File: config.mk
export PLATFORM = sky130hd
export DESIGN_NAME = sprite_blitter_flat
export DESIGN_NICKNAME = d
export VERILOG_FILES = /design/src/rtl/sprite_blitter_pkg.sv /design/src/rtl/sprite_blitter_if.sv /design/src/rtl/sprite_blitter_rom.sv /design/src/rtl/sprite_blitter.sv /design/src/flat_wrapper.sv
export SDC_FILE = /design/constraint.sdc
export NUM_CORES = 1
export LEC_CHECK = 0
export ABC_AREA = 0
export CAP_MARGIN = 20
export CORE_ASPECT_RATIO = 0.8
export CORE_MARGIN = 1
export CORE_UTILIZATION = 31
export DETAILED_ROUTE_END_ITERATION = 6
export HOLD_SLACK_MARGIN = 0.15
export PLACE_DENSITY = 0.57
export REMOVE_ABC_BUFFERS = 1
export SLEW_MARGIN = 10
export SYNTH_ARGS = -nofsm -noshare
export SYNTH_HDL_FRONTEND = slang
export SYNTH_SLANG_ARGS = --single-unit
File: constraint.sdc
create_clock -name clock -period 4.3 [get_ports clock]
set_clock_uncertainty 0.15 [all_clocks]
set_input_delay 0.86 -clock clock [delete_from_list [all_inputs] [get_ports clock]]
set_output_delay 0.86 -clock clock [all_outputs]
set_load 0.02 [all_outputs]
File: src/rtl/sprite_blitter_pkg.sv
// blit_pkg: shared constants and types for the sprite blitter and the
// animation controller that drives it.
//   - Sprite and frame geometry (SPR_W, SPR_H, SCR_W, SCR_H).
//   - Blitter FSM state encoding.
//   - 9-bit RGB 3:3:3 colour type and the named colours used by main.
//   - slot_index(): maps (row, col) to a bit position in a sprite mask.
package blit_pkg;

  localparam int SPR_W = 4;               // power of two
  localparam int SPR_H = 4;               // power of two
  localparam int SCR_W = 160;
  localparam int SCR_H = 120;
  localparam int SPR_N = SPR_W * SPR_H;
  localparam int COL_W = $clog2(SPR_W);
  localparam int ROW_W = $clog2(SPR_H);

  typedef logic [8:0]       colour_t;
  typedef logic [1:0]       sprite_id_t;
  typedef logic [SPR_N-1:0] sprite_mask_t;

  typedef enum logic [1:0] {
    IDLE = 2'd0,
    DRAW = 2'd1,
    DONE = 2'd2
  } blit_state_e;

  localparam colour_t BG_COLOUR  = 9'h000;
  localparam colour_t COL_BLACK  = 9'h000;
  localparam colour_t COL_RED    = 9'h1C0;
  localparam colour_t COL_GREEN  = 9'h038;
  localparam colour_t COL_BLUE   = 9'h007;
  localparam colour_t COL_YELLOW = 9'h1F8;
  localparam colour_t COL_WHITE  = 9'h1FF;

  // Both dimensions are powers of two, so row*SPR_W+col is a concatenation.
  function automatic logic [ROW_W+COL_W-1:0] slot_index(
    input logic [ROW_W-1:0] row,
    input logic [COL_W-1:0] col
  );
    return {row, col};
  endfunction

endpackage

File: src/rtl/sprite_blitter_if.sv
// sprite_blitter_if: request handshake from the animation controller plus
// the pixel-write stream towards vga_adapter.
//   master: requester side (drives req_*, observes ready/pixels/done).
//   slave : blitter side (consumes req_*, drives ready/pixels/done).
interface sprite_blitter_if;
  import blit_pkg::*;

  logic       req_valid;
  logic       req_ready;
  logic [7:0] req_x;
  logic [6:0] req_y;
  sprite_id_t req_sprite;
  colour_t    req_colour;
  logic       req_erase;

  logic [7:0] oX;
  logic [6:0] oY;
  colour_t    oColour;
  logic       oPlot;
  logic       done;

  modport master (
    output req_valid, req_x, req_y, req_sprite, req_colour, req_erase,
    input  req_ready, oX, oY, oColour, oPlot, done
  );

  modport slave (
    input  req_valid, req_x, req_y, req_sprite, req_colour, req_erase,
    output req_ready, oX, oY, oColour, oPlot, done
  );

endinterface

File: src/rtl/sprite_blitter_rom.sv
// sprite_rom: combinational sprite mask table.
//   id   in  2-bit sprite id
//   mask out SPR_W*SPR_H-bit mask, bit 0 = top-left, row-major
module sprite_rom
  import blit_pkg::*;
(
  input  sprite_id_t   id,
  output sprite_mask_t mask
);

  always_comb begin
    mask = '0;
    case (id)
      2'd0:    mask = 16'hFFFF;   // solid block (car)
      2'd1:    mask = 16'h6FF6;   // coin
      2'd2:    mask = 16'h9669;
      default: mask = 16'h0000;   // blank
    endcase
  end

endmodule

File: src/rtl/sprite_blitter.sv
// sprite_blitter: expands one "draw sprite S at (x,y) in colour C" request
// into SPR_W*SPR_H single-pixel write slots, clipped to the frame.
//   clock, reset : system clock, synchronous active-high reset
//   bus (slave)  : req_valid/req_ready handshake with req_x/y/sprite/colour/
//                  erase; oX/oY/oColour/oPlot pixel stream; done pulse.
// Every slot takes one cycle whether or not it plots, so draw time is fixed.
module sprite_blitter
  import blit_pkg::*;
(
  input  logic           clock,
  input  logic           reset,
  sprite_blitter_if.slave bus
);

  blit_state_e      state_q, state_d;
  logic [7:0]       bx_q, bx_d;
  logic [6:0]       by_q, by_d;
  sprite_id_t       spr_q, spr_d;
  colour_t          colour_q, colour_d;
  logic             erase_q, erase_d;
  logic [COL_W-1:0] col_q, col_d;
  logic [ROW_W-1:0] row_q, row_d;

  logic [7:0]       ox_q, ox_d;
  logic [6:0]       oy_q, oy_d;
  colour_t          ocol_q, ocol_d;
  logic             oplot_q, oplot_d;
  logic             done_q, done_d;

  sprite_mask_t     mask;
  logic [8:0]       x_sum;
  logic [7:0]       y_sum;
  logic             slot_on;

  sprite_rom u_rom (
    .id   (spr_q),
    .mask (mask)
  );

  // One bit wider than the ports so that wrap-around is caught by the clip
  // test instead of landing back inside the frame.
  assign x_sum   = {1'b0, bx_q} + 9'(col_q);
  assign y_sum   = {1'b0, by_q} + 8'(row_q);
  assign slot_on = mask[slot_index(row_q, col_q)]
                 & (x_sum < 9'(SCR_W))
                 & (y_sum < 8'(SCR_H));

  always_comb begin
    state_d  = state_q;
    bx_d     = bx_q;
    by_d     = by_q;
    spr_d    = spr_q;
    colour_d = colour_q;
    erase_d  = erase_q;
    col_d    = col_q;
    row_d    = row_q;
    ox_d     = ox_q;
    oy_d     = oy_q;
    ocol_d   = ocol_q;
    oplot_d  = 1'b0;
    done_d   = 1'b0;

    case (state_q)
      IDLE: begin
        if (bus.req_valid) begin
          bx_d     = bus.req_x;
          by_d     = bus.req_y;
          spr_d    = bus.req_sprite;
          colour_d = bus.req_colour;
          erase_d  = bus.req_erase;
          col_d    = '0;
          row_d    = '0;
          state_d  = DRAW;
        end
      end
      DRAW: begin
        ox_d    = x_sum[7:0];
        oy_d    = y_sum[6:0];
        ocol_d  = erase_q ? BG_COLOUR : colour_q;
        oplot_d = slot_on;
        if (col_q == COL_W'(SPR_W - 1)) begin
          col_d = '0;
          if (row_q == ROW_W'(SPR_H - 1)) begin
            state_d = DONE;
          end else begin
            row_d = row_q + 1'b1;
          end
        end else begin
          col_d = col_q + 1'b1;
        end
      end
      DONE: begin
        // done is registered, so it appears together with the return to IDLE.
        done_d  = 1'b1;
        state_d = IDLE;
      end
      default: begin
        state_d = IDLE;
      end
    endcase
  end

  always_ff @(posedge clock) begin
    if (reset) begin
      state_q  <= IDLE;
      bx_q     <= '0;
      by_q     <= '0;
      spr_q    <= '0;
      colour_q <= '0;
      erase_q  <= 1'b0;
      col_q    <= '0;
      row_q    <= '0;
      ox_q     <= '0;
      oy_q     <= '0;
      ocol_q   <= '0;
      oplot_q  <= 1'b0;
      done_q   <= 1'b0;
    end else begin
      state_q  <= state_d;
      bx_q     <= bx_d;
      by_q     <= by_d;
      spr_q    <= spr_d;
      colour_q <= colour_d;
      erase_q  <= erase_d;
      col_q    <= col_d;
      row_q    <= row_d;
      ox_q     <= ox_d;
      oy_q     <= oy_d;
      ocol_q   <= ocol_d;
      oplot_q  <= oplot_d;
      done_q   <= done_d;
    end
  end

  assign bus.req_ready = (state_q == IDLE);
  assign bus.oX        = ox_q;
  assign bus.oY        = oy_q;
  assign bus.oColour   = ocol_q;
  assign bus.oPlot     = oplot_q;
  assign bus.done      = done_q;

endmodule

File: src/flat_wrapper.sv
// flat-port wrapper written by rule: the top's interface ports become plain ports
module sprite_blitter_flat import blit_pkg::*;
  (clock, reset, bus_req_valid, bus_req_x, bus_req_y, bus_req_sprite, bus_req_colour, bus_req_erase, bus_req_ready, bus_oX, bus_oY, bus_oColour, bus_oPlot, bus_done);
  sprite_blitter_if bus_i ();
  input  logic clock;
  input  logic reset;
  input wire logic [$bits(bus_i.req_valid)-1:0] bus_req_valid;
  input wire logic [$bits(bus_i.req_x)-1:0] bus_req_x;
  input wire logic [$bits(bus_i.req_y)-1:0] bus_req_y;
  input wire logic [$bits(bus_i.req_sprite)-1:0] bus_req_sprite;
  input wire logic [$bits(bus_i.req_colour)-1:0] bus_req_colour;
  input wire logic [$bits(bus_i.req_erase)-1:0] bus_req_erase;
  output wire logic [$bits(bus_i.req_ready)-1:0] bus_req_ready;
  output wire logic [$bits(bus_i.oX)-1:0] bus_oX;
  output wire logic [$bits(bus_i.oY)-1:0] bus_oY;
  output wire logic [$bits(bus_i.oColour)-1:0] bus_oColour;
  output wire logic [$bits(bus_i.oPlot)-1:0] bus_oPlot;
  output wire logic [$bits(bus_i.done)-1:0] bus_done;
  assign bus_i.req_valid = bus_req_valid;
  assign bus_i.req_x = bus_req_x;
  assign bus_i.req_y = bus_req_y;
  assign bus_i.req_sprite = bus_req_sprite;
  assign bus_i.req_colour = bus_req_colour;
  assign bus_i.req_erase = bus_req_erase;
  assign bus_req_ready = bus_i.req_ready;
  assign bus_oX = bus_i.oX;
  assign bus_oY = bus_i.oY;
  assign bus_oColour = bus_i.oColour;
  assign bus_oPlot = bus_i.oPlot;
  assign bus_done = bus_i.done;
  sprite_blitter u_core (.clock(clock), .reset(reset), .bus(bus_i));
endmodule
==> impl_metrics.xml, run 1 <==
<?xml version="1.0" encoding="UTF-8"?>
<metrics>
  <group name="cts">
    <metric name="htree_num_levels" unit="">3</metric>
    <metric name="cts-buffers-inserted" unit="">9</metric>
    <metric name="ctsResizeCount" unit="">0</metric>
    <metric name="post_cts_buffers" unit="">0</metric>
    <metric name="cts-root-to-sink-buffers" unit="">2</metric>
    <metric name="sink_count" unit="">59</metric>
    <metric name="cts_tree" unit="">yes</metric>
    <metric name="cts.clk_slew.worst_paths" unit="ns">0.06</metric>
    <metric name="cts_root_buffer" unit="">clkbuf_8</metric>
    <metric name="clk_latency" unit="ns">0.33</metric>
    <metric name="cts_hold_buf" unit="">0</metric>
  </group>
  <group name="die">
    <metric name="design.portCount" unit="">57</metric>
    <metric name="dieArea" unit="sq um">8528</metric>
    <metric name="start_util" unit="%">31.98</metric>
    <metric name="coreArea" unit="sq um">7910</metric>
    <metric name="die_width" unit="um">103</metric>
    <metric name="rows" unit="">29</metric>
    <metric name="die_height" unit="um">82.80</metric>
  </group>
  <group name="sta">
    <metric name="slew_viol_final" unit="">0</metric>
    <metric name="timing.final.crit_period" unit="ns">2.472</metric>
    <metric name="fmax" unit="MHz">404.5</metric>
    <metric name="totalNegativeSetupSlack" unit="ns">0</metric>
    <metric name="setup_violations" unit="">0</metric>
    <metric name="grt_setup_unrepaired" unit="">false</metric>
    <metric name="worst_pin_slew" unit="ns">0.9925</metric>
    <metric name="min_period_over_period" unit="%">57.50</metric>
    <metric name="slew-limit-headroom" unit="%">33.68</metric>
    <metric name="worst_case_setup_margin_in_the_final_layout" unit="ns">1.828</metric>
    <metric name="finalHoldWorstSlack" unit="ns">0.3029</metric>
    <metric name="finalHoldViolations" unit="">0</metric>
  </group>
  <group name="outcome">
    <metric name="run_status" unit="">finished, final reports clean</metric>
  </group>
  <group name="detailed_routing">
    <metric name="antenna_violating_nets_post_route" unit="">0</metric>
    <metric name="drt-pass1-iter-count" unit="">4</metric>
    <metric name="routedWlPerCell" unit="um">11.74</metric>
    <metric name="dr_total_vias" unit="">2128</metric>
    <metric name="avgViaCountPerCell" unit="">4.547</metric>
    <metric name="detail_route.drc_violations" unit="">0</metric>
    <metric name="final_wl" unit="mm">5.495</metric>
    <metric name="drt_iter0_markers" unit="">71</metric>
  </group>
  <group name="critical_path">
    <metric name="critical_path.cell_chain" unit="">nor2_1 &gt; clkdlybuf4s50_1</metric>
    <metric name="worst_setup_path_end_kind" unit="">primary output</metric>
    <metric name="setup.worst_path.class" unit="">flip-flop to primary output</metric>
    <metric name="path_max_fanout" unit="">6</metric>
    <metric name="slowest_delay" unit="ns">0.62</metric>
    <metric name="critical-path-slowest-cell" unit="">clkdlybuf4s50_1</metric>
    <metric name="cp-start-kind" unit="">flip-flop</metric>
    <metric name="cp_data_required_time" unit="ns">3.29</metric>
    <metric name="arrival" unit="ns">1.46</metric>
  </group>
  <group name="logic_synthesis">
    <metric name="share_of_async_settable_or_async_resettable_flops_after_synthesis" unit="%">0</metric>
    <metric name="netlist_instances" unit="">305</metric>
    <metric name="synth_top_area_cell" unit="">dfxtp_1</metric>
    <metric name="syn_area" unit="sq um">2530</metric>
    <metric name="synth_ff_type" unit="">dfxtp_1</metric>
    <metric name="syn_avg_cell_area" unit="sq um">8.295</metric>
    <metric name="number_of_synthesized_flops_with_an_enable_pin" unit="">0</metric>
    <metric name="synth-seq-cells" unit="">59</metric>
    <metric name="netlist_top_cells_area" unit="">dfxtp_1, nand2_1, a21oi_1, a211oi_1, ha_1</metric>
    <metric name="ys.warnings.count" unit="">0</metric>
    <metric name="synth_largest_type_area_fraction" unit="%">46.69</metric>
    <metric name="synth.distinct_cells" unit="">36</metric>
    <metric name="synth.yosys.seq_area_share" unit="%">46.69</metric>
  </group>
  <group name="placed_design">
    <metric name="dp_hpwl" unit="mm">3.613</metric>
    <metric name="post_dp_cell_area" unit="sq um">3156</metric>
    <metric name="gp_routability_congestion" unit="">0.7127</metric>
    <metric name="detailedPlace.worstSlack" unit="ns">1.544</metric>
    <metric name="port-buffer-count" unit="">56</metric>
  </group>
  <group name="global_routing">
    <metric name="grt_overflow_total" unit="">0</metric>
    <metric name="antenna_found_initial" unit="">0</metric>
    <metric name="first_global_vias" unit="">1946</metric>
    <metric name="grt_first_pass_wirelength" unit="mm">8.914</metric>
    <metric name="grt_max_degree" unit="">60</metric>
    <metric name="track_usage" unit="%">13.71</metric>
  </group>
  <group name="layout">
    <metric name="antenna_cells" unit="">0</metric>
    <metric name="commonest_non_fill_non_tap_cell_in_the_layout" unit="">nand2_1</metric>
    <metric name="proportion_of_layout_cells_with_a_drive_suffix_above_1" unit="%">7.222</metric>
    <metric name="layout_common_cells" unit="">nand2_1, dfxtp_1, clkdlybuf4s50_1</metric>
    <metric name="final_core_utilization" unit="%">42.52</metric>
    <metric name="multi_input_area" unit="sq um">1242</metric>
    <metric name="seq_area" unit="sq um">1181</metric>
    <metric name="count_of_fill_cells_added_during_filler_insertion" unit="">843</metric>
    <metric name="post-route-cell-area" unit="sq um">3363</metric>
    <metric name="fin_nets" unit="">393</metric>
    <metric name="layout-area-overhead-vs-synth" unit="%">32.94</metric>
  </group>
  <group name="run">
    <metric name="drv.max_cap_violation_count" unit="">0</metric>
  </group>
  <group name="power">
    <metric name="static-leakage-power" unit="nW">1.171</metric>
    <metric name="power.density_cell_area" unit="nW/um^2">371.5</metric>
    <metric name="power.ir.vdd_worst" unit="mV">0.1371</metric>
  </group>
  <group name="hold_path">
    <metric name="timing.hold.worst.class" unit="">flip-flop to flip-flop</metric>
  </group>
</metrics>
==> final cells by class <==
class,count,share of cell area (%)
tap,108,4.018
inverter,7,0.7812
timing repair buffer,59,17.56
sequential,59,35.12
clock buffer,14,4.539
multi-input combinational,219,36.94
clock inverter,2,1.042
==> flip-flops by register name, indices dropped and copies added, names as in the netlist, 2 cells and up <==
signal,cells
u_core.colour_q,9
u_core.col_q,2
u_core.bx_q,8
u_core.state_q,2
u_core.row_q,2
u_core.bus.oY,7
u_core.by_q,7
u_core.bus.oColour,9
u_core.spr_q,2
u_core.bus.oX,8
==> cells by family (layout without fill, tap and decap cells) <==
family	after synthesis	in the layout	share of synthesized area, %
and+or+nand+nor	132	132	24.73
AOI/OAI and AO/OA	67	67	15.33
DFF	59	59	46.69
buffers and inverters	27	82	4.501
xor gates and xnor gates	11	11	3.808
adders and majority gates	8	8	4.550
muxes	1	1	0.3957
==> per-layer routing <==
layer | part of all wire [%] | vias up | GRT usage (%)
met5 | 0 | - | 0
met1 | 47 | 952 | 17.21
li1 | - | 1125 | -
met2 | 47 | 47 | 21.09
met3 | 4.9 | 4 | 5.471
met4 | 1.3 | 0 | 4.866
==> synthesized netlist by cell type (2+ instances only) <==
cell,instances
a211oi_1,11
a21oi_1,45
buf_2,10
clkbuf_1,10
dfxtp_1,59
fa_1,2
ha_1,6
inv_1,7
nand2_1,79
nand2b_1,2
nand3_1,3
nand3b_1,10
nand4_1,2
nor2_1,20
nor2b_1,2
nor3_1,2
nor3b_1,3
o21ai_0,5
xnor2_1,5
xor2_1,6
==> through the flow <==
step / cells / power (W)
2_1_floorplan: 285 / 0.0006929
3_3_place_gp: 451 / 0.0007767
3_5_place_dp: 451 / 0.0007781
4_1_cts: 467 / 0.001271
5_1_grt: 468 / 0.001318
6_report: 468 / 0.001250
==> power breakdown <==
part	total (W)	internal [W]	switching, W
Sequential	0.000600	0.000577	0.0000230
Clock	0.000485	0.000283	0.000202
Combinational	0.000165	0.0000798	0.0000849
==> path summary, 6_finish.rpt <==
check	cells past startpoint	slack, ns	to	startpoint
setup / recovery	2	1.83	bus_req_ready	u_core.state_q[1]
hold / removal	2	0.30	u_core.bus.oColour[0]	u_core.bus.oColour[0]
setup reg to reg	7	2.13	u_core.bus.oPlot	u_core.row_q[0]
hold reg to reg	2	0.30	u_core.bus.oColour[0]	u_core.bus.oColour[0]
==> worst max-delay path: cells and delay by family, from the launching register on <==
| kind | cells | cell delay, ns |
|---|---|---|
| buffers and inverters | 1 | 0.62 |
| DFF | 1 | 0.36 |
| and+or+nand+nor | 1 | 0.15 |
Note: power is estimated with default switching activity, not from simulation.
==> inputs of run 2 (changes only) <==
--- a/config.mk
+++ b/config.mk
@@ -12,7 +12,7 @@
 export CORE_UTILIZATION = 31
 export DETAILED_ROUTE_END_ITERATION = 6
 export HOLD_SLACK_MARGIN = 0.15
-export PLACE_DENSITY = 0.57
+export PLACE_DENSITY = 0.59
 export REMOVE_ABC_BUFFERS = 1
 export SLEW_MARGIN = 10
 export SYNTH_ARGS = -nofsm -noshare
==> constraint.sdc (replaced) <==
create_clock -name clock -period 2.15 [get_ports clock]
set_clock_uncertainty 0.15 [all_clocks]
set_input_delay 0.43 -clock clock [delete_from_list [all_inputs] [get_ports clock]]
set_output_delay 0.43 -clock clock [all_outputs]
set_load 0.02 [all_outputs]
==> run 2 against run 1 <==
Clock power is 120% higher. First-iteration DRC count fell by 35%. Final cell count rose by 1.9%. Register-to-register slack got worse by 2.0 ns. Clock-buffer cell count fell by 4. Total power grew 110%. Wire length grew 3.9%. Sequential share of layout area is 1.2 points lower. Die area unchanged. Non-clock buffer count is 9 higher. Critical path type unchanged. Critical endpoint unchanged. Largest cell class unchanged. Highest routed layer unchanged.
==> impl_metrics.xml, run 2 (synthesized netlist as in run 1, its figures left out) <==
<?xml version="1.0" encoding="UTF-8"?>
<metrics>
  <group name="placed_design">
    <metric name="port-buffer-count" unit="">56</metric>
    <metric name="post_dp_cell_area" unit="sq um">3268</metric>
    <metric name="gp_routability_congestion" unit="">0.7237</metric>
    <metric name="place.detailed.instances" unit="">461</metric>
    <metric name="dp_hpwl" unit="mm">3.970</metric>
  </group>
  <group name="layout">
    <metric name="commonest_non_fill_non_tap_cell_in_the_layout" unit="">nand2_1</metric>
    <metric name="layout-area-overhead-vs-synth" unit="%">37.69</metric>
    <metric name="stdcell_count" unit="">477</metric>
    <metric name="post-route-cell-area" unit="sq um">3483</metric>
    <metric name="proportion_of_layout_cells_with_a_drive_suffix_above_1" unit="%">11.11</metric>
    <metric name="antenna_cells" unit="">0</metric>
    <metric name="fin_nets" unit="">402</metric>
    <metric name="layout_common_cells" unit="">nand2_1, dfxtp_1, clkdlybuf4s50_1</metric>
  </group>
  <group name="global_routing">
    <metric name="first_global_vias" unit="">2073</metric>
    <metric name="grt_overflow_total" unit="">0</metric>
    <metric name="grt_max_degree" unit="">30</metric>
    <metric name="track_usage" unit="%">14.44</metric>
    <metric name="antenna_found_initial" unit="">0</metric>
    <metric name="grt_first_pass_wirelength" unit="mm">9.487</metric>
  </group>
  <group name="detailed_routing">
    <metric name="routed.top_layer" unit="">met4</metric>
    <metric name="final_wl" unit="mm">5.711</metric>
    <metric name="met3RoutedLength" unit="um">321</metric>
    <metric name="avgViaCountPerCell" unit="">4.597</metric>
    <metric name="antenna_violating_nets_post_route" unit="">0</metric>
    <metric name="drt_iter0_markers" unit="">46</metric>
    <metric name="detail_route.drc_violations" unit="">0</metric>
    <metric name="wirelength_met1" unit="mm">2.660</metric>
    <metric name="routedWlPerCell" unit="um">11.97</metric>
    <metric name="dr_total_vias" unit="">2193</metric>
    <metric name="met2WireLength" unit="mm">2.656</metric>
    <metric name="drt-pass1-iter-count" unit="">4</metric>
  </group>
  <group name="sta">
    <metric name="grt_setup_unrepaired" unit="">true</metric>
    <metric name="setup_violations" unit="">0</metric>
    <metric name="min_period_over_period" unit="%">95.10</metric>
    <metric name="worst_pin_slew" unit="ns">0.4535</metric>
    <metric name="slew-limit-headroom" unit="%">69.36</metric>
    <metric name="timing.final.crit_period" unit="ns">2.045</metric>
    <metric name="finalHoldViolations" unit="">0</metric>
    <metric name="slew_viol_final" unit="">0</metric>
    <metric name="fmax" unit="MHz">489.1</metric>
  </group>
  <group name="power">
    <metric name="power.ir.vdd_worst" unit="mV">0.3215</metric>
    <metric name="power.density_cell_area" unit="nW/um^2">753.0</metric>
    <metric name="static-leakage-power" unit="nW">1.240</metric>
    <metric name="p_total" unit="W">0.002623</metric>
  </group>
  <group name="die">
    <metric name="die_width" unit="um">103</metric>
    <metric name="design.portCount" unit="">57</metric>
    <metric name="rows" unit="">29</metric>
    <metric name="coreArea" unit="sq um">7910</metric>
    <metric name="start_util" unit="%">31.98</metric>
    <metric name="die_height" unit="um">82.80</metric>
    <metric name="dieArea" unit="sq um">8528</metric>
  </group>
  <group name="cts">
    <metric name="cts-buffers-inserted" unit="">9</metric>
    <metric name="cts_tree" unit="">yes</metric>
    <metric name="cts.clk_slew.worst_paths" unit="ns">0.06</metric>
    <metric name="cts-root-to-sink-buffers" unit="">2</metric>
    <metric name="ctsResizeCount" unit="">0</metric>
    <metric name="sink_count" unit="">59</metric>
    <metric name="clk_latency" unit="ns">0.33</metric>
    <metric name="htree_num_levels" unit="">3</metric>
    <metric name="post_cts_buffers" unit="">0</metric>
    <metric name="cts_hold_buf" unit="">0</metric>
    <metric name="cts_root_buffer" unit="">clkbuf_8</metric>
  </group>
  <group name="outcome">
    <metric name="run_status" unit="">finished, final reports clean</metric>
  </group>
  <group name="hold_path">
    <metric name="timing.hold.worst.class" unit="">flip-flop to flip-flop</metric>
  </group>
  <group name="critical_path">
    <metric name="cp-start-kind" unit="">flip-flop</metric>
    <metric name="cp_data_required_time" unit="ns">1.57</metric>
    <metric name="arrival" unit="ns">1.46</metric>
    <metric name="path_max_fanout" unit="">6</metric>
    <metric name="worst_setup_path_end_kind" unit="">primary output</metric>
    <metric name="setup.worst_path.class" unit="">flip-flop to primary output</metric>
  </group>
  <group name="run">
    <metric name="drv.max_cap_violation_count" unit="">0</metric>
  </group>
</metrics>
==> run 2: cell types whose count changed in the layout (fill, tap and decap cells not counted), sizes merged <==
cell,before,now
clkinv,1,4
bufinv,1,2
clkbuf,14,10
buf,4,13
==> run 2: final cells by class <==
class / count / area (sq um)
fill: 833 / 4427
multi-input combinational: 219 / 1249
sequential: 59 / 1182
timing repair buffer: 68 / 683.2
tap: 108 / 135.1
clock buffer: 10 / 127.6
clock inverter: 6 / 80.08
inverter: 7 / 26.28
==> run 2: where the power goes <==
| group | leakage [nW] | internal (W) | switching [W] |
|---|---|---|---|
| logic | 0.647 | 0.000178 | 0.000176 |
| clock network | 0.110 | 0.000644 | 0.000421 |
| registers | 0.483 | 0.00115 | 0.0000501 |
==> run 2: metrics by stage <==
stage | utilization [%] | TNS [ns] | setup WS [ns] | hold WS, ns
4_1_cts | 43.94 | 0 | 0.05075 | 0.3088
3_3_place_gp | 41.32 | 0 | 0.1623 | 0.2937
6_report | 44.04 | 0 | 0.1053 | 0.3021
3_5_place_dp | 41.32 | 0 | 0.07668 | 0.2991
5_1_grt | 44.04 | -0.02938 | -0.02938 | 0.3168
2_1_floorplan | - | -10.64 | -0.5372 | 0.2804
==> run 2: worst max-delay path, stage by stage, from the launching register on <==
cell	delay [ns]
dfxtp_1	0.36
nor2_1	0.16
clkdlybuf4s50_1	0.62
==> run 2: worst paths after layout <==
| check | from | end | slack (ns) | depth (start not counted) |
|---|---|---|---|---|
| max reg2reg | u_core.row_q[0] | u_core.bus.oPlot | 0.11 | 7 |
| min reg2reg | u_core.bus.oColour[6] | u_core.bus.oColour[6] | 0.30 | 2 |
| max | u_core.state_q[0] | bus_req_ready | 0.11 | 2 |
| min | u_core.bus.oColour[6] | u_core.bus.oColour[6] | 0.30 | 2 |
==> run 2: routing by layer <==
layer	vias to the layer above	global-route usage, %
met5	-	0
met4	0	4.225
met3	8	5.556
met2	44	22.97
met1	999	18.00
li1	1142	-
==> inputs of run 3 (changes only) <==
--- a/config.mk
+++ b/config.mk
@@ -7,7 +7,7 @@
 export LEC_CHECK = 0
 export ABC_AREA = 0
 export CAP_MARGIN = 20
-export CORE_ASPECT_RATIO = 0.8
+export CORE_ASPECT_RATIO = 1.1
 export CORE_MARGIN = 1
 export CORE_UTILIZATION = 31
 export DETAILED_ROUTE_END_ITERATION = 6
==> run 3 against run 2 <==
Non-clock buffer count grew 1. Clock power shrank 23%. Die area is essentially flat. Combinational power shrank 2%. Worst hold slack lost 0.0021 ns. Critical path depth grew 5. Via count shrank 0.46%. First-iteration DRC count grew 22%. Critical path type is now flip-flop to flip-flop. Highest routed layer unchanged.
==> impl_metrics.xml, run 3 (synthesized netlist as in run 1, its figures left out) <==
<?xml version="1.0" encoding="UTF-8"?>
<metrics>
  <group name="critical_path">
    <metric name="worst_setup_path_end_kind" unit="">flip-flop</metric>
    <metric name="setup.worst_path.class" unit="">flip-flop to flip-flop</metric>
    <metric name="worst_case_reg_to_reg_path_depth" unit="">7</metric>
    <metric name="critical-path-top-delay-family" unit="">adder cells</metric>
    <metric name="slowest_delay" unit="ns">0.47</metric>
    <metric name="path_max_fanout" unit="">3</metric>
    <metric name="stages_on_the_worst_setup_path" unit="">7</metric>
    <metric name="cp_data_required_time" unit="ns">2.22</metric>
    <metric name="critical-path-slowest-cell" unit="">fa_1</metric>
    <metric name="r2r_setup_slack" unit="ns">0.10</metric>
    <metric name="reg2reg_to" unit="">u_core.bus.oPlot</metric>
    <metric name="critical_path.cell_chain" unit="">ha_1 &gt; inv_1 &gt; fa_1 &gt; nand3b_1 &gt; o32a_1 &gt; a21oi_1 &gt; nor4_2</metric>
    <metric name="regToRegStartpoint" unit="">u_core.row_q[0]</metric>
    <metric name="cp-start-kind" unit="">flip-flop</metric>
    <metric name="arrival" unit="ns">2.12</metric>
    <metric name="critPathBufInv" unit="">1</metric>
  </group>
  <group name="cts">
    <metric name="cts_hold_buf" unit="">0</metric>
    <metric name="cts.clk_slew.worst_paths" unit="ns">0.06</metric>
    <metric name="clk_latency" unit="ns">0.33</metric>
    <metric name="sink_count" unit="">59</metric>
    <metric name="cts_root_buffer" unit="">clkbuf_8</metric>
    <metric name="htree_num_levels" unit="">3</metric>
    <metric name="cts-buffers-inserted" unit="">9</metric>
    <metric name="cts_tree" unit="">yes</metric>
    <metric name="cts-root-to-sink-buffers" unit="">2</metric>
  </group>
  <group name="layout">
    <metric name="seq_area" unit="sq um">1182</metric>
    <metric name="antenna_cells" unit="">0</metric>
    <metric name="multi_input_area" unit="sq um">1245</metric>
    <metric name="proportion_of_layout_cells_with_a_drive_suffix_above_1" unit="%">9.809</metric>
    <metric name="layout-area-overhead-vs-synth" unit="%">34.52</metric>
    <metric name="layout_common_cells" unit="">nand2_1, dfxtp_1, clkdlybuf4s50_1</metric>
    <metric name="fin_nets" unit="">403</metric>
    <metric name="count_of_fill_cells_added_during_filler_insertion" unit="">846</metric>
    <metric name="post-route-cell-area" unit="sq um">3403</metric>
    <metric name="commonest_non_fill_non_tap_cell_in_the_layout" unit="">nand2_1</metric>
  </group>
  <group name="detailed_routing">
    <metric name="antenna_violating_nets_post_route" unit="">0</metric>
    <metric name="avgViaCountPerCell" unit="">4.596</metric>
    <metric name="drt-pass1-iter-count" unit="">4</metric>
    <metric name="dr_total_vias" unit="">2183</metric>
    <metric name="routedWlPerCell" unit="um">12.05</metric>
    <metric name="drt_iter0_markers" unit="">56</metric>
    <metric name="final_wl" unit="mm">5.722</metric>
    <metric name="detail_route.drc_violations" unit="">0</metric>
  </group>
  <group name="placed_design">
    <metric name="gp_routability_congestion" unit="">0.7545</metric>
    <metric name="port-buffer-count" unit="">56</metric>
    <metric name="dp_hpwl" unit="mm">4.029</metric>
    <metric name="post_dp_cell_area" unit="sq um">3243</metric>
  </group>
  <group name="global_routing">
    <metric name="grt_max_degree" unit="">30</metric>
    <metric name="first_global_vias" unit="">2144</metric>
    <metric name="track_usage" unit="%">14.47</metric>
    <metric name="antenna_found_initial" unit="">0</metric>
    <metric name="grt_first_pass_wirelength" unit="mm">9.591</metric>
    <metric name="grt_overflow_total" unit="">0</metric>
  </group>
  <group name="hold_path">
    <metric name="startpoint_of_the_lowest_slack_hold_path" unit="">u_core.bus.oColour[2]</metric>
    <metric name="timing.hold.worst.class" unit="">flip-flop to flip-flop</metric>
    <metric name="hold_path_end" unit="">u_core.bus.oColour[2]</metric>
    <metric name="timing.hold.worst_path_depth" unit="">2</metric>
  </group>
  <group name="power">
    <metric name="power.ir.vdd_worst" unit="mV">0.2875</metric>
    <metric name="power.density_cell_area" unit="nW/um^2">699.2</metric>
    <metric name="static-leakage-power" unit="nW">1.201</metric>
  </group>
  <group name="die">
    <metric name="dieArea" unit="sq um">8527</metric>
    <metric name="rows" unit="">34</metric>
    <metric name="coreArea" unit="sq um">7913</metric>
    <metric name="design.portCount" unit="">57</metric>
    <metric name="die_width" unit="um">88.14</metric>
    <metric name="die_height" unit="um">96.75</metric>
    <metric name="start_util" unit="%">31.97</metric>
  </group>
  <group name="sta">
    <metric name="finalHoldViolations" unit="">0</metric>
    <metric name="setup_violations" unit="">0</metric>
    <metric name="min_period_over_period" unit="%">95.34</metric>
    <metric name="finalHoldWorstSlack" unit="ns">0.3000</metric>
    <metric name="slew-limit-headroom" unit="%">71.35</metric>
    <metric name="fmax" unit="MHz">487.8</metric>
    <metric name="worst_pin_slew" unit="ns">0.4239</metric>
    <metric name="timing.final.crit_period" unit="ns">2.050</metric>
    <metric name="grt_setup_unrepaired" unit="">false</metric>
    <metric name="slew_viol_final" unit="">0</metric>
  </group>
  <group name="outcome">
    <metric name="run_status" unit="">finished, final reports clean</metric>
  </group>
  <group name="run">
    <metric name="drv.max_cap_violation_count" unit="">0</metric>
  </group>
</metrics>
## run 3: cell type report
type	count	share of cell area [%]
multi-input cells	219	36.58
repair buffers	69	19.56
clock buffers	13	4.375
inverters	7	0.7721
flip-flops and latches	59	34.74
well taps	108	3.971
## run 3: worst max path at each step
| stage | slack [ns] | start | end |
|---|---|---|---|
| 6_report | 0.10 | u_core.row_q[0] | u_core.bus.oPlot |
| 5_1_grt | 0.007 | u_core.row_q[0] | u_core.bus.oPlot |
| 4_1_cts | 0.07 | u_core.state_q[0] | bus_req_ready |
| 3_5_place_dp | 0.11 | u_core.row_q[0] | u_core.bus.oPlot |
| 3_3_place_gp | 0.16 | u_core.row_q[0] | u_core.bus.oPlot |
| 2_1_floorplan | -0.54 | bus_req_valid | u_core.row_q[1] |
## run 3: metrics by stage
stage               std cells  power, W  worst slack [ns]  setup TNS, ns  util, %
floorplan                 285  0.001386           -0.5372         -10.64        -
global placement          461  0.001576            0.1586              0    40.99
CTS                       474  0.002411           0.07072              0    42.87
finish                    475  0.002380            0.1001              0    43.01
global route              475  0.002483          0.007332              0    43.01
detailed placement        461  0.001579            0.1050              0    40.99
## run 3: repair_timing
| action | 4_1_cts | 5_1_grt |
|---|---|---|
| endpoints found under the setup margin | 0 | 3 |
| buffers inserted | 0 | 1 |
| gates resized for setup | 0 | 2 |
## run 3: worst reg2reg max path, delay by kind of cell, from the launching register on
family	cells	cell delay, ns
flops	1	0.34
simple gates	2	0.26
fa+ha+maj	2	0.64
compound gates	2	0.48
buf+inv	1	0.06
## run 3: where the power goes
part	total (W)	internal (W)	leakage [nW]	switching, W
registers	0.00120	0.00115	0.483	0.0000483
logic	0.000348	0.000173	0.643	0.000175
clock network	0.000829	0.000432	0.0754	0.000397
total	0.00238	0.00176	1.20	0.000621
## run 3: per-layer routing
metal	wire (um)	global-route usage (%)	up-vias
met5	0	0	-
met4	70	5.583	0
met3	266	3.925	9
met2	2740	24.33	41
met1	2645	17.28	990
li1	-	-	1143
